<file path="src/rtl/ch_mux_pkg.sv">
// Shared definitions for the 8:1 channel mux and its scan sequencer:
// sizing constants, the sequencer state type and the channel-count clamp.
package ch_mux_pkg;

  localparam int NUM_CH_MAX = 8;
  localparam int SEL_W      = $clog2(NUM_CH_MAX);
  localparam int NUMCH_W    = 4;

  typedef enum logic {
    IDLE = 1'b0,
    SCAN = 1'b1
  } state_t;

  // Force a requested channel count into the legal range 1..NUM_CH_MAX.
  // Zero becomes one channel; anything above the mux width saturates.
  function automatic logic [NUMCH_W-1:0] clamp_numch(input logic [NUMCH_W-1:0] n);
    logic [NUMCH_W-1:0] result;
    if (n == '0) begin
      result = NUMCH_W'(1);
    end else if (n > NUMCH_W'(NUM_CH_MAX)) begin
      result = NUMCH_W'(NUM_CH_MAX);
    end else begin
      result = n;
    end
    return result;
  endfunction

  // One-hot tag for a mux select value.
  function automatic logic [NUM_CH_MAX-1:0] sel_onehot(input logic [SEL_W-1:0] s);
    return NUM_CH_MAX'(1) << s;
  endfunction

endpackage

</file>
<file path="src/rtl/ch_mux_seq.sv">
// Channel-scan sequencer for the 8:1 sample mux. Each accepted strobe walks
// sel through 0..numch_lat-1, one channel per clock, with a FIFO write enable,
// one-hot channel tag and first/last markers aligned to the mux output.
// Strobes that land mid-scan are dropped and flagged in a sticky overrun bit.
module ch_mux_seq
  import ch_mux_pkg::*;
(
  input  logic                  clk,
  input  logic                  rst,
  input  logic                  strobe,
  input  logic [NUMCH_W-1:0]    numch,
  input  logic                  clr_ovr,
  output logic [SEL_W-1:0]      sel,
  output logic                  wr_en,
  output logic [NUM_CH_MAX-1:0] channel,
  output logic                  first,
  output logic                  last,
  output logic                  busy,
  output logic                  overrun
);

  state_t             state;
  logic [NUMCH_W-1:0] numch_lat;
  logic               at_last;
  logic               ovr_set;

  // The word on the mux this cycle is the final one of the current scan.
  assign at_last = (NUMCH_W'(sel) == (numch_lat - NUMCH_W'(1)));

  // A strobe during a scan is accepted only when it coincides with the last
  // word; any earlier strobe is lost.
  assign ovr_set = (state == SCAN) && strobe && !at_last;

  // Scan FSM, channel counter, latched channel count and sticky overrun.
  // NOTE: every register here is updated with non-blocking assignments so all
  // of them see the same pre-edge values of sel/state, regardless of order.
  always_ff @(posedge clk) begin
    if (rst) begin
      state     <= IDLE;
      sel       <= '0;
      wr_en     <= 1'b0;
      numch_lat <= NUMCH_W'(1);
      overrun   <= 1'b0;
    end else begin
      // Setting wins over clearing so a drop in the clear cycle is not lost.
      if (ovr_set) begin
        overrun <= 1'b1;
      end else if (clr_ovr) begin
        overrun <= 1'b0;
      end

      case (state)
        IDLE: begin
          if (strobe) begin
            numch_lat <= clamp_numch(numch);
            sel       <= '0;
            wr_en     <= 1'b1;
            state     <= SCAN;
          end
        end

        SCAN: begin
          if (!at_last) begin
            sel <= sel + SEL_W'(1);
          end else if (strobe) begin
            // Back-to-back scan: restart with no idle gap.
            numch_lat <= clamp_numch(numch);
            sel       <= '0;
            wr_en     <= 1'b1;
          end else begin
            sel   <= '0;
            wr_en <= 1'b0;
            state <= IDLE;
          end
        end

        default: begin
          sel   <= '0;
          wr_en <= 1'b0;
          state <= IDLE;
        end
      endcase
    end
  end

  // Output decode taken only from registered state, so it is stable per cycle.
  assign channel = wr_en ? sel_onehot(sel) : '0;
  assign first   = wr_en && (sel == '0);
  assign last    = wr_en && at_last;
  assign busy    = (state == SCAN);

endmodule

</file>
<file path="config.mk">
export PLATFORM = sky130hd
export DESIGN_NAME = ch_mux_seq
export DESIGN_NICKNAME = d
export VERILOG_FILES = /design/src/rtl/ch_mux_pkg.sv /design/src/rtl/ch_mux_seq.sv
export SDC_FILE = /design/constraint.sdc
export NUM_CORES = 1
export LEC_CHECK = 0
export ABC_CLOCK_PERIOD_IN_PS = 2700
export CAP_MARGIN = 20
export CORE_MARGIN = 4
export CORE_UTILIZATION = 43
export CTS_CLUSTER_SIZE = 24
export DETAILED_ROUTE_END_ITERATION = 10
export GPL_TIMING_DRIVEN = 0
export PLACE_DENSITY = 0.73
export SYNTH_ARGS = -nofsm -noshare
export SYNTH_HDL_FRONTEND = slang
export SYNTH_SLANG_ARGS = --single-unit
export TNS_END_PERCENT = 10
</file>
<file path="constraint.sdc">
create_clock -name clk -period 2.7 [get_ports clk]
set_clock_uncertainty 0.2 [all_clocks]
set_input_delay 0.54 -clock clk [delete_from_list [all_inputs] [get_ports clk]]
set_output_delay 0.54 -clock clk [all_outputs]
set_load 0.01 [all_outputs]
</file>
# Yosys cells after proc, flatten, opt, wreduce, memory -nomap -nowiden
# Cells that the tools add are included.
[word_totals]
n_memories = 0
input_bits = 8
romBits = 0
output_inout_bits = 16
latchBits = 0
reg_bits = 10
mem_bits_rw = 0
word_cells = 39
[op_classes]
n_mux = 17
n_addsub = 2
multipliers = 0
shift = 1
reduce_logical = 9
n_eq_ne = 3
bitwise = 1
div = 0
n_lt_le_gt_ge = 1
[ops]
columns = ["op", "n"]
rows = [
  ["$mux 4", 4],
  ["$mux 8", 1],
  ["$pmux 4 s2", 1],
  ["$shl 1x3->8 const A", 1],
  ["$mux 1", 6],
  ["$mux 3", 2],
  ["$pmux 3 s2", 1],
  ["$eq 3x4->1", 1],
  ["$gt 4x4->1 const B", 1],
  ["$logic_and 1x1->1", 4],
  ["$logic_not 4->1", 1],
  ["$pmux 1 s2", 2],
  ["$sub 4x1->4 const B", 1],
  ["$add 3x1->3 const B", 1],
  ["$logic_not 3->1", 1],
  ["$ne 2x1->1 const B", 1],
  ["$ne 2x2->1 const B", 1],
  ["$reduce_and 2->1", 1],
  ["$reduce_bool 2->1", 1],
  ["$logic_not 1->1", 1],
  ["$not 1->1", 1],
]

# Depth between registers and ports, before layout
[depth]
word_depth = 6
ltp_mapped = 6
depth_no_buf = 6

# Worst setup path before layout
# Ideal clock, no wire load.
[synth_path]
path_kind = "register -> output"
from = "register numch_lat[0]"
to = "output port last"
slack_ns = 0.554
t_required_ns = 1.960
arrival_time_ns = 1.406
stages_incl_launch_ff = 6
path_buffers = 0
cell_sequence = "dfxtp_1 > inv_1 > ha_1 > xor2_1 > nand3_4 > nor3b_1"
[synth_via]
elab_chain_cells = 3
[synth_rtl]
columns = ["item", "line", "source"]
rows = [
  ["start, declared", "ch_mux_seq.sv:23", "logic [NUMCH_W-1:0] numch_lat;"],
  ["start signal, assigned", "ch_mux_seq.sv:55", "numch_lat <= clamp_numch(numch);"],
  ["start signal, assigned", "ch_mux_seq.sv:67", "numch_lat <= clamp_numch(numch);"],
  ["$sub 4x1->4", "ch_mux_seq.sv:28", "assign at_last = (NUMCH_W'(sel) == (numch_lat - NUMCH_W'(1)));"],
  ["$eq 3x4->1", "ch_mux_seq.sv:28", ""],
  ["$logic_and 1x1->1", "ch_mux_seq.sv:89", "assign last = wr_en && at_last;"],
  ["end, declared", "ch_mux_seq.sv:17", "output logic last,"],
]
# No other way between the ends.

# Worst setup path after layout
# Ends and elaborated chain as after synthesis.

==> metrics.txt <==
status=completed; worst slew pin tran=0.688 ns; Post-Place Cells=117; Setup TNS Final=0 ns; Final nets=123; Post-Synth XOR/XNOR Area=0.0713; adder-cell share of the synthesized area=0.125; Hold Vio Cnt, Final=0; RR Startpoint=numch_lat[0]; max_cap viols=0; Sink Count=10; Via Count=652; Net Switching=168 uW; fin cells=122; #FFs+latches synth=10; mux share of post-synthesis cell area=0.0285; setup slack after layout=0.0910 ns; crit path from=numch_lat[0]; number of global-route vias before repair=611; post-synthesis simple-gate area fraction=0.257; period utilization=0.966; fraction of final layout cells sized beyond drive strength 1=0.142; routability cong.=0.790; Worst Setup Start Kind=flop; gr usage total=0.141; Compound-Gate Fraction of Synth Area=0.164; Post-Synthesis Cells=79; WL/cell=13.0 um; n_diodes=0; synthesized net count=94; Final setup viols=0; Skew-Pair Late Insertion Delay=0.27 ns; Worst slew margin=0.538; Int Pwr=315 uW; final worst path period need=2.61 ns; Power Density=487 nW/um2; Post-synth EDFFs=0; hold_sp=numch_lat[1]; Critical Path RT=1.96 ns; CP Capture Type=output port; CTS tree=done; RSZ-0062 raised after global routing=false; static leakage=0.000418 uW; total CTS buffers=3; main combinational cell family by area after synthesis=simple AND/OR/NAND/NOR gates; Critical Setup Path Class=reg2out; fmax=383 MHz; CP Max Fanout=7; FFs w/ async S/R, synth=0; area grow syn2layout=41.2%; WP data arrival=1.87 ns; Peak supply drop=0.257 mV; CTS Buffer Depth=2; Die H=48.4 um; row count=14; Die Area=2340 um2; Placeable Area=1520 um2; remaining global-route overflow=0; initial antenna violation count=0; Clock Power Share=0.213; CTS clk-pin slew, worst paths=0.06 ns; drt drc=0; Post-synth top flop=dfxtp_1; Tot Pwr=483 uW; largest net degree at the start of global routing=10; Root Buffer=clkbuf_4; dpl hpwl=1.21 mm; hold_buf cts=0; Reg power frac=0.377; via/cell ratio=5.34; Comb pwr share=0.411; max-slew violation count=0; class of the worst hold path=reg2reg; Initial Utilization=0.461; Switching Share=0.347; top-area cell type share of the netlist area=0.285; Syn Area/Cell=8.89 um2; first-pass GRT wire length=2.71 mm; H-Tree Level Count=1; post-synthesis cell type count=34; Port-buffer cells=22; final wirelength=1.58 mm; reg-to-reg slack, setup=0.51 ns; sequential share of the synthesized area=0.285; Antenna Nets Post-Route=0; DP Worst Slack=0.00176 ns; die span in x=48.4 um; Synth area leader=dfxtp_1; Yosys warning total=0; drt initial violations=13; synth top area cells=dfxtp_1 29%, ha_1 12%, inv_1 4.8%; number of top-level pins=24; Cell Area, Synth=702 um2; router iterations before antenna repair=4
[logic make-up after synthesis]
| logic type | count (synthesis) |
|---|---|
| compound gates | 15 |
| fa+ha+maj | 7 |
| simple gates | 30 |
| xor+xnor | 4 |
| mux | 2 |
| flops | 10 |
| buf+inv | 11 |
[power groups by stage]
stage	Combinational, uW	Sequential (uW)	Clock (uW)
after floorplan	113	184	0
after global placement	175	184	0
after detailed placement	180	185	0
after CTS	181	182	104
after global routing	219	185	110
final	198	182	103
[Yosys cell counts, types with 2 or more instances]
cell type,n
dfxtp_1,10
a21oi_1,3
nand3_1,3
inv_1,9
ha_1,7
and3_2,2
o21ai_0,2
buf_4,2
nor2_1,4
mux2i_1,2
o31ai_1,2
and2_1,5
nand2_1,6
xor2_1,2
[cell type report]
class                      instances  area, um2
multi-input combinational         58        465
timing repair buffer              24        234
fill                             135        533
clock buffer                       3       22.5
inverter                           9       33.8
tap                               16       20.0
buffer                             2       15.0
sequential                        10        200
[routing by layer]
metal / global-route usage / share of wire / vias to the layer above / routed length [um]
met5: 0 / 0 / - / 0
met4: 0.0829 / 0.025 / 0 / 40
met3: 0.0245 / 0.083 / 5 / 131
met2: 0.220 / 0.44 / 33 / 695
met1: 0.180 / 0.45 / 288 / 713
li1: - / - / 326 / -
[metrics by stage]
| step | util | cell area [um2] | hold slack, ns |
|---|---|---|---|
| floorplan | - | 702 | 0.251 |
| global placement | 0.618 | 942 | 0.275 |
| detailed placement | 0.618 | 942 | 0.278 |
| CTS | 0.637 | 971 | 0.288 |
| global route | 0.650 | 991 | 0.301 |
| finish | 0.650 | 991 | 0.290 |
[critical path, stage by stage, from the launching register on]
cell and delay, ns:
dfxtp_1 0.37, inv_1 0.08, ha_1 0.33, xor2_2 0.19
nand3_4 0.15, nor3b_2 0.19, dlygate4sd2_1 0.28
[cells in the final DEF (no fill, tap or decap), types with 2 or more instances in the layout]
| master | instances |
|---|---|
| nand3_1 | 3 |
| nor2_1 | 4 |
| o31ai_1 | 2 |
| clkbuf_4 | 3 |
| clkdlybuf4s50_1 | 21 |
| inv_1 | 9 |
| and3_2 | 2 |
| and2_1 | 5 |
| buf_4 | 4 |
| o21ai_0 | 2 |
| ha_1 | 7 |
| mux2i_1 | 2 |
| dfxtp_1 | 10 |
| a21oi_1 | 3 |
| nand2_1 | 6 |
[worst paths after layout]
kind | cells after the start | end
worst max-delay path | 6 | last
worst min register to register | 2 | numch_lat[1]
worst max register to register | 7 | wr_en
worst min-delay path | 2 | numch_lat[1]
[state kept, by name, indices dropped and copies added, names as in the netlist]
| name | count |
|---|---|
| busy | 1 |
| numch_lat | 4 |
| overrun | 1 |
| sel | 3 |
| wr_en | 1 |
[timing repair]
action,CTS,global route
gates resized for setup,2,1
cloned,0,0
setup buffers,0,2
pin swaps,0,1
endpoints found under the setup margin,1,1
Power figures use the tool's default switching activity.
